**src/rtl/i2c_pkg.sv**
```systemverilog
// i2c_pkg -- shared I2C definitions.
// Holds the receiver state encoding, the bit-count terminal value and a helper
// for decoding the address byte. The master side can import it as well.
package i2c_pkg;

  typedef enum logic [2:0] {
    ST_IDLE     = 3'd0,
    ST_ADDR     = 3'd1,
    ST_ADDR_ACK = 3'd2,
    ST_DATA     = 3'd3,
    ST_DATA_ACK = 3'd4,
    ST_IGNORE   = 3'd5
  } i2c_state_t;

  // Number of bits in one byte on the wire; the bit counter stops here.
  localparam logic [3:0] BIT_CNT_LAST = 4'd8;

  // True when the address byte names own_addr and requests a write (R/W = 0).
  function automatic logic addr_write_hit(input logic [7:0] addr_byte,
                                          input logic [6:0] own_addr);
    return (addr_byte[7:1] == own_addr) && !addr_byte[0];
  endfunction

endpackage

```
**src/rtl/i2c_sync_edge.sv**
```systemverilog
// i2c_sync_edge -- synchroniser plus edge detector for one bus line.
// Ports:
//   clk, reset       system clock, asynchronous active-high reset
//   i_din            raw, asynchronous bus line
//   o_level          synchronised line level
//   o_rise / o_fall  one-clk pulses on synchronised rising / falling edge
// All flops reset to 1 so an idle (pulled-up) bus produces no edges.
module i2c_sync_edge #(
  parameter int SYNC_STAGES = 2
) (
  input  logic clk,
  input  logic reset,
  input  logic i_din,
  output logic o_level,
  output logic o_rise,
  output logic o_fall
);

  logic [SYNC_STAGES-1:0] r_sync;
  logic                   r_dly;

  always_ff @(posedge clk or posedge reset) begin
    if (reset) begin
      r_sync <= '1;
      r_dly  <= 1'b1;
    end else begin
      r_sync <= {r_sync[SYNC_STAGES-2:0], i_din};
      r_dly  <= r_sync[SYNC_STAGES-1];
    end
  end

  assign o_level = r_sync[SYNC_STAGES-1];
  assign o_rise  = o_level & ~r_dly;
  assign o_fall  = ~o_level & r_dly;

endmodule

```
**src/rtl/i2c_slave_rx.sv**
```systemverilog
// i2c_slave_rx -- write-only I2C slave receiver.
// Ports:
//   clk, reset   system clock (>= 8x SCL), asynchronous active-high reset
//   scl, sda     raw bus lines
//   sda_oe       1 = pull SDA low (ACK)
//   rx_data      last complete data byte, rx_valid pulses when it updates
//   addr_match   high from address ACK until STOP / repeated START
//   busy         high from START until STOP
//   stop_det     one-clk pulse on STOP
module i2c_slave_rx
  import i2c_pkg::*;
#(
  parameter logic [6:0] SLAVE_ADDR  = 7'h50,
  parameter int         SYNC_STAGES = 2
) (
  input  logic       clk,
  input  logic       reset,
  input  logic       scl,
  input  logic       sda,
  output logic       sda_oe,
  output logic [7:0] rx_data,
  output logic       rx_valid,
  output logic       addr_match,
  output logic       busy,
  output logic       stop_det
);

  localparam int LINE_SCL = 0;
  localparam int LINE_SDA = 1;

  logic [1:0] w_line_in, w_level, w_rise, w_fall;
  assign w_line_in = {sda, scl};

  genvar gi;
  generate
    for (gi = 0; gi < 2; gi++) begin : g_sync
      i2c_sync_edge #(.SYNC_STAGES(SYNC_STAGES)) u_sync (
        .clk    (clk),
        .reset  (reset),
        .i_din  (w_line_in[gi]),
        .o_level(w_level[gi]),
        .o_rise (w_rise[gi]),
        .o_fall (w_fall[gi])
      );
    end
  endgenerate

  // Our own ACK only changes SDA while SCL is low, so it never looks like START/STOP.
  logic w_start, w_stop, w_scl_rise, w_scl_fall, w_last_bit;
  logic [7:0] w_byte;
  assign w_start    = w_fall[LINE_SDA] & w_level[LINE_SCL];
  assign w_stop     = w_rise[LINE_SDA] & w_level[LINE_SCL];
  assign w_scl_rise = w_rise[LINE_SCL];
  assign w_scl_fall = w_fall[LINE_SCL];

  i2c_state_t r_state, w_state_next;
  logic [3:0] r_cnt, w_cnt_next;
  logic [6:0] r_shift, w_shift_next;
  logic       r_ack_on, w_ack_on_next;
  logic [7:0] r_rx_data, w_rx_data_next;
  logic       r_rx_valid, w_rx_valid_next;
  logic       r_addr_match, w_addr_match_next;
  logic       r_busy, w_busy_next;
  logic       r_stop_det, w_stop_det_next;

  // Byte as it stands once the bit being sampled now is shifted in.
  assign w_byte     = {r_shift, w_level[LINE_SDA]};
  assign w_last_bit = (r_cnt + 4'd1) == BIT_CNT_LAST;

  always_ff @(posedge clk or posedge reset) begin
    if (reset) begin
      r_state      <= ST_IDLE;
      r_cnt        <= 4'd0;
      r_shift      <= 7'd0;
      r_ack_on     <= 1'b0;
      r_rx_data    <= 8'h00;
      r_rx_valid   <= 1'b0;
      r_addr_match <= 1'b0;
      r_busy       <= 1'b0;
      r_stop_det   <= 1'b0;
    end else begin
      r_state      <= w_state_next;
      r_cnt        <= w_cnt_next;
      r_shift      <= w_shift_next;
      r_ack_on     <= w_ack_on_next;
      r_rx_data    <= w_rx_data_next;
      r_rx_valid   <= w_rx_valid_next;
      r_addr_match <= w_addr_match_next;
      r_busy       <= w_busy_next;
      r_stop_det   <= w_stop_det_next;
    end
  end

  always_comb begin
    w_state_next      = r_state;
    w_cnt_next        = r_cnt;
    w_shift_next      = r_shift;
    w_ack_on_next     = r_ack_on;
    w_rx_data_next    = r_rx_data;
    w_rx_valid_next   = 1'b0;
    w_addr_match_next = r_addr_match;
    w_busy_next       = r_busy;
    w_stop_det_next   = 1'b0;

    // Bus conditions override any SCL edge seen in the same cycle.
    if (w_stop) begin
      w_state_next      = ST_IDLE;
      w_cnt_next        = 4'd0;
      w_ack_on_next     = 1'b0;
      w_addr_match_next = 1'b0;
      w_busy_next       = 1'b0;
      w_stop_det_next   = 1'b1;
    end else if (w_start) begin
      w_state_next      = ST_ADDR;
      w_cnt_next        = 4'd0;
      w_ack_on_next     = 1'b0;
      w_addr_match_next = 1'b0;
      w_busy_next       = 1'b1;
    end else begin
      case (r_state)
        ST_ADDR: begin
          if (w_scl_rise) begin
            w_shift_next = w_byte[6:0];
            w_cnt_next   = r_cnt + 4'd1;
            if (w_last_bit) begin
              if (addr_write_hit(w_byte, SLAVE_ADDR)) begin
                w_state_next      = ST_ADDR_ACK;
                w_addr_match_next = 1'b1;
              end else begin
                w_state_next = ST_IGNORE;
              end
            end
          end
        end
        ST_DATA: begin
          if (w_scl_rise) begin
            w_shift_next = w_byte[6:0];
            w_cnt_next   = r_cnt + 4'd1;
            if (w_last_bit) begin
              w_rx_data_next  = w_byte;
              w_rx_valid_next = 1'b1;
              w_state_next    = ST_DATA_ACK;
            end
          end
        end
        // First SCL fall after the 8th bit drives ACK, the next one releases it.
        ST_ADDR_ACK, ST_DATA_ACK: begin
          if (w_scl_fall) begin
            if (!r_ack_on) begin
              w_ack_on_next = 1'b1;
            end else begin
              w_ack_on_next = 1'b0;
              w_state_next  = ST_DATA;
              w_cnt_next    = 4'd0;
            end
          end
        end
        default: ;
      endcase
    end
  end

  assign sda_oe     = r_ack_on;
  assign rx_data    = r_rx_data;
  assign rx_valid   = r_rx_valid;
  assign addr_match = r_addr_match;
  assign busy       = r_busy;
  assign stop_det   = r_stop_det;

endmodule
```
**config.mk**
```make
export PLATFORM = sky130hd
export DESIGN_NAME = i2c_slave_rx
export DESIGN_NICKNAME = d
export VERILOG_FILES = /design/src/rtl/i2c_pkg.sv /design/src/rtl/i2c_sync_edge.sv /design/src/rtl/i2c_slave_rx.sv
export SDC_FILE = /design/constraint.sdc
export NUM_CORES = 1
export LEC_CHECK = 0
export ABC_AREA = 1
export CAP_MARGIN = 10
export CELL_PAD_IN_SITES_DETAIL_PLACEMENT = 2
export CELL_PAD_IN_SITES_GLOBAL_PLACEMENT = 2
export CORE_MARGIN = 4
export CORE_UTILIZATION = 36
export CTS_CLUSTER_DIAMETER = 200
export DETAILED_ROUTE_END_ITERATION = 6
export HOLD_SLACK_MARGIN = 0.03
export MAX_ROUTING_LAYER = met4
export PLACE_DENSITY_LB_ADDON = 0.1
export SLEW_MARGIN = 20
export SYNTH_ARGS = -nofsm -noshare
export SYNTH_HDL_FRONTEND = slang
export SYNTH_SLANG_ARGS = --single-unit
```
**constraint.sdc**
```tcl
create_clock -name clk -period 2.2 [get_ports clk]
set_input_delay 0.44 -clock clk [delete_from_list [all_inputs] [get_ports clk]]
set_output_delay 0.44 -clock clk [all_outputs]
set_load 0.01 [all_outputs]
```
* Word-level counts from Yosys, hierarchy flattened
Index checks and enable logic that the tools add are counted.
Operators by class: bitwise logic cells 12, equality and inequality tests 13, reduce and logical (&&, ||, !) cells 19, $add $sub $neg 1, mux-type cells 35
Operators with widths (number):
- $mux 3 | 9
- $mux 4 | 5
- $mux 1 | 19
- $reduce_bool 3->1 | 6
- $ne 4x3->1 const B | 3
- $ne 4x4->1 const B | 3
- $reduce_and 4->1 | 3
- $pmux 3 s3 | 1
- $pmux 4 s2 | 1
- $eq 7x7->1 const B | 1
- $reduce_and 7->1 | 1
- $and 1x1->1 | 6
- $eq 3x2->1 const B | 2
- $not 1->1 | 6
- $reduce_and 5->1 | 1
- $reduce_bool 5->1 | 1
- $add 4x1->4 const B | 1
- $eq 4x4->1 const B | 1
- $ne 4x1->1 const B | 1
- $reduce_bool 4->1 | 1
- $reduce_or 2->1 | 2
- $eq 3x1->1 const B | 1
- $eq 3x3->1 const B | 1
- $reduce_and 2->1 | 1
- 3 further kinds | 3
Word-level totals: output and inout port bits 13, flip-flop bits (word level) 33, logic and storage cells 93

* Longest topological paths before layout
word-level depth 8, depth in mapped cells 9

* By module
Synthesis repeated with hierarchy kept, for this count alone.
Unflattened totals: cells, all modules 178, area total of the unflattened synthesis 1555.2 µm²
By module, submodules not included:
- i2c_slave_rx | seq. area each 675.6 µm², times used 1, area an instance 1360.1 µm², cells an instance 162
- i2c_sync_edge | seq. area each 78.8 µm², times used 2, area an instance 97.6 µm², cells an instance 8

* Worst setup path after synthesis
No wires, ideal clock.
path kind reg2reg, start reg g_sync[1].u_sync.r_dly, end reg r_rx_data[6] (netlist: rx_data[6]), slack 0.681 ns, period minus slack after synthesis 1.519 ns, arrival 1.400 ns, stages on the path, launching flop included 9, library setup time 0.119 ns, path through dfstp_2 > inv_1 > nand3_1 > nand2_2 > nor3_4 > nand2_4 > buf_6 > nand2_2 > o21ai_2
Between the ends: word-level cells in the longest chain between the ends 5, elaborated cells on any way between the ends 8, those cells by class 7 x bitwise; 1 x reduce/logical
RTL lines:
- start: declaration | RTL line i2c_sync_edge.sv:20 | logic r_dly;
- start signal: assignment | RTL line i2c_sync_edge.sv:28 | r_dly <= r_sync[SYNC_STAGES-1];
- $not 1->1 | RTL line i2c_sync_edge.sv:33 | assign o_rise = o_level & ~r_dly;
- $and 1x1->1 | RTL line i2c_sync_edge.sv:33
- $and 1x1->1 | RTL line i2c_slave_rx.sv:52 | assign w_stop = w_rise[LINE_SDA] & w_level[LINE_SCL];
- $not 1->1 (no line)
- $reduce_and 5->1 (no line) *
- end signal: assignment | RTL line i2c_slave_rx.sv:86 | r_rx_data <= w_rx_data_next;
- end: declaration | RTL line i2c_slave_rx.sv:60 | logic [7:0] r_rx_data, w_rx_data_next;
Every way passes the cells marked *; elsewhere a longest branch is shown, timed or not. A chain may end at the register's enable or synchronous reset.

* Final worst setup path
start reg g_sync[1].u_sync.r_dly, end reg r_shift[6]
Between the ends: word-level cells in the longest chain between the ends 5, elaborated cells on any way between the ends 8, those cells by class 7 x bitwise; 1 x reduce/logical
RTL lines:
- $not 1->1 | RTL line i2c_sync_edge.sv:33
- $and 1x1->1 | RTL line i2c_sync_edge.sv:33
- $and 1x1->1 | RTL line i2c_slave_rx.sv:52
- $not 1->1 (no line)
- $reduce_and 4->1 (no line) *
- end signal: assignment | RTL line i2c_slave_rx.sv:84 | r_shift <= w_shift_next;
- end: declaration | RTL line i2c_slave_rx.sv:58 | logic [6:0] r_shift, w_shift_next;
Marked as above.

==> flow_summary_export.csv <==
group,metric,value,unit
synthesis,netlist_area,1500,um^2
floorplan,die_area,5260,um^2
synthesis,ys_seq_area_share,55.6,%
clock_tree,cts_root_buf,"clkbuf_8",
timing,period_needed,1740,ps
worst_setup_path,cpMaxStageDelayCell,"dfstp_2",
synthesis,yosys.cell_types.count,22,
clock_tree,clkSlewWorstSetupHoldPaths,70,ps
timing,finClkSkew,8.44,ps
global_route,grt_max_degree,34,
worst_setup_path,r2r_start,"g_sync[1].u_sync.r_dly$_DFF_PP1_",
final_layout,final_nets,198,
global_route,antenna_found_initial,0,
worst_setup_path,critPathTopFamily,"simple AND/OR/NAND/NOR gates",
timing,clock.fmax,574,MHz
routing,route.detailed.drc,0,
flow_run,cap_violations,0,
global_route,grt_overflow,0,
power,pwr-share-seq,44.5,%
worst_setup_path,cp.arrival,1910,ps
timing,finalHoldViolCount,0,
global_route,grt_pass1_wl,6770,um
routing,viasPerCell,4.94,
final_layout,stdcell_count,243,
placement,numPortBuffers,16,
floorplan,die_h,72.5,um
floorplan,core_area,4000,um^2
floorplan,num_rows,23,
timing,rsz0062_at_grt,"false",
clock_tree,clock_sinks,33,
worst_hold_path,hold_path_class,"flop to flop",
power,p_comb_share,29.9,%
power,p_switching,0.682,mW
routing,drtIter0Drc,59,
routing,detail_route.wl_per_cell,15.8,um
global_route,grt_pass1_vias,1366,
synthesis,ys.warnings.count,0,
routing,dr.pass1.iters,4,
final_layout,drive_gt1_share,16.1,%
final_layout,fin_area,1800,um^2
clock_tree,clk_latency,280,ps
worst_setup_path,r2r_setup_slack,460,ps
timing,relSlewSlack,71.6,%
clock_tree,cts_buffers,5,
worst_setup_path,cp_common_cell,"inv_1",
placement,postPlaceCellArea,1720,um^2
timing,final-setup-viol-count,0,
power,clkPwrFrac,25.7,%
power,p_per_area,1000,nW/um^2
worst_setup_path,path_class,"flop to flop",
worst_setup_path,cp_max_fo,13,
floorplan,die_x,72.5,um
floorplan,initial_core_util,37.5,%
timing,slew_viol_final,0,
timing,final.period_utilization,79.2,%
worst_hold_path,hp-start,"g_sync[1].u_sync.r_sync[0]$_DFF_PP1_",
timing,fin_ws,457,ps
worst_hold_path,holdPathStages,0,
final_layout,n_antenna_cell,0,
worst_setup_path,ff2ff_path_depth,8,
clock_tree,cts_tree,"done",
power,p_leak,0.875,nW
global_route,track_usage,17.5,%
clock_tree,htreeDepth,2,
worst_setup_path,cp.buffers_inverters,3,
timing,setup-tns-final,0,ps
power,switching_share,37.7,%
clock_tree,ctsResizeCount,0,
worst_setup_path,cp_num_cells,8,
clock_tree,clockBufferDepth,2,
final_layout,area_delta_synth_final,20.4,%
floorplan,ioPinCount,17,
synthesis,syn_avg_cell_area,8.82,um^2
worst_setup_path,required,2370,ps
placement,dp_hpwl,2840,um
power,max-vdd-ir-drop,0.000424,V
clock_tree,cts_hold_buffers,0,
routing,ant_nets,0,
worst_hold_path,whs_endpoint,"g_sync[1].u_sync.r_sync[1]$_DFF_PP1_",
timing,whs,361,ps
synthesis,syn-num-nets,175,
placement,dp_cells,236,
routing,wirelength,3840,um
status,status,"complete, no violations",
placement,pre_cts_ws,469,ps
worst_setup_path,critPathCaptureType,"flop",
worst_setup_path,startpoint_type,"flop",
worst_setup_path,reg2reg_to,"r_shift[6]$_DFFE_PP0P_",
power,p_int,1.13,mW
synthesis,ys_seq_elements,33,
synthesis,syn_inst,170,
clock_tree,cts_setup_buffers,0,
worst_setup_path,crit_chain,"inv_1 > nand3_1 > nand2_2 > nor3_4 > buf_4 > inv_1 > nand2_1 > o21ai_0",
worst_setup_path,max_stage_delay,560,ps
placement,place_congestion,0.808,
routing,vias,1200,
timing,tightestPinTransition,426,ps
[logic make-up after synthesis]
| logic type | after synthesis | share of synthesized area (%) |
|---|---|---|
| flops | 33 | 55.6 |
| simple gates | 92 | 28.3 |
| fa+ha+maj | 1 | 0.835 |
| compound gates | 21 | 8.76 |
| buf+inv | 23 | 6.51 |
[layer usage]
layer | vias to the layer above | global-route usage [%] | routed length [um]
li1 | 585 | - | -
met1 | 593 | 21.3 | 1760
met2 | 16 | 28.7 | 1910
met3 | 6 | 4.57 | 107
met4 | 0 | 4.92 | 56
met5 | - | - | 0
[power groups by stage]
stage                     clock network (mW)  logic, mW  registers (mW)
after floorplan                            0      0.379           0.792
after global placement                     0      0.506           0.802
after detailed placement                   0      0.546           0.816
after CTS                              0.475      0.551           0.805
after global routing                   0.513      0.623           0.819
final                                  0.464      0.541           0.804
[stage by stage]
| stage | power [mW] | utilization [%] |
|---|---|---|
| 6_report | 1.81 | 45.1 |
| 5_1_grt | 1.95 | 45.1 |
| 4_1_cts | 1.83 | 45.1 |
| 3_5_place_dp | 1.36 | 42.9 |
| 3_3_place_gp | 1.31 | 42.9 |
| 2_1_floorplan | 1.17 | - |
[worst reg2reg max path, cell delays in order, from the launching register on]
cell and delay [ps]:
dfstp_2 560, inv_1 50, nand3_1 160, nand2_2 150
nor3_4 240, buf_4 240, inv_1 90, nand2_1 60
o21ai_0 70
[cell usage after synthesis]
| master | instances | share of area [%] |
|---|---|---|
| nand2_1 | 50 | 13 |
| dfrtp_1 | 27 | 45 |
| inv_1 | 19 | 4.8 |
| nand3_1 | 17 | 5.7 |
| nor2_1 | 12 | 3.0 |
| o21ai_0 | 10 | 3.3 |
| o21ai_2 | 7 | 4.1 |
| dfstp_2 | 6 | 11 |
| a21oi_1 | 4 | 1.3 |
| nand2_2 | 3 | 1.3 |
| nand4_1 | 3 | 1.3 |
| inv_2 | 2 | 0.50 |
| buf_4 | 1 | 0.50 |
| buf_6 | 1 | 0.75 |
| ha_1 | 1 | 0.83 |
| nand2_4 | 1 | 0.75 |
| nand3_2 | 1 | 0.67 |
| nand3b_1 | 1 | 0.50 |
| nor2_2 | 1 | 0.42 |
| nor2_4 | 1 | 0.75 |
| nor3_4 | 1 | 1.1 |
| nor4_1 | 1 | 0.42 |
[flip-flops by register name, indices dropped and copies added (netlist names)]
signal,flops
stop_det,1
r_shift,7
addr_match,1
r_cnt,4
sda_oe,1
busy,1
g_sync.u_sync.r_sync,4
rx_valid,1
g_sync.u_sync.r_dly,2
r_state,3
rx_data,8
[area by class of cell]
class / count / area, um^2
repair buffers: 18 / 175
inverters: 21 / 78.8
clock buffers: 7 / 86.3
flip-flops and latches: 33 / 833
well taps: 50 / 62.6
fillers: 449 / 2200
multi-input cells: 114 / 568
[worst max path at each step]
stage                                                start                     end  slack, ps
after floorplan           g_sync[1].u_sync.r_dly$_DFF_PP1_  rx_data[6]$_DFFE_PP0P_        680
after global placement    g_sync[1].u_sync.r_dly$_DFF_PP1_  r_shift[6]$_DFFE_PP0P_        530
after detailed placement  g_sync[1].u_sync.r_dly$_DFF_PP1_  r_shift[6]$_DFFE_PP0P_        470
after CTS                 g_sync[1].u_sync.r_dly$_DFF_PP1_  r_shift[6]$_DFFE_PP0P_        440
after global routing      g_sync[1].u_sync.r_dly$_DFF_PP1_    r_cnt[0]$_DFFE_PP0P_        270
final                     g_sync[1].u_sync.r_dly$_DFF_PP1_  r_shift[6]$_DFFE_PP0P_        460
[cells in the final DEF (no fill, tap or decap)]
cell type	instances
a21oi_1	4
buf_4	2
clkbuf_1	1
clkbuf_8	6
clkdlybuf4s50_1	16
dfrtp_1	27
dfstp_2	6
ha_1	1
inv_1	19
inv_2	2
nand2_1	50
nand2_2	3
nand2_4	1
nand3_1	17
nand3_2	1
nand3b_1	1
nand4_1	3
nor2_1	12
nor2_2	1
nor2_4	1
nor3_4	1
nor4_1	1
o21ai_0	10
o21ai_2	7
Power figures use the tool's default switching activity.
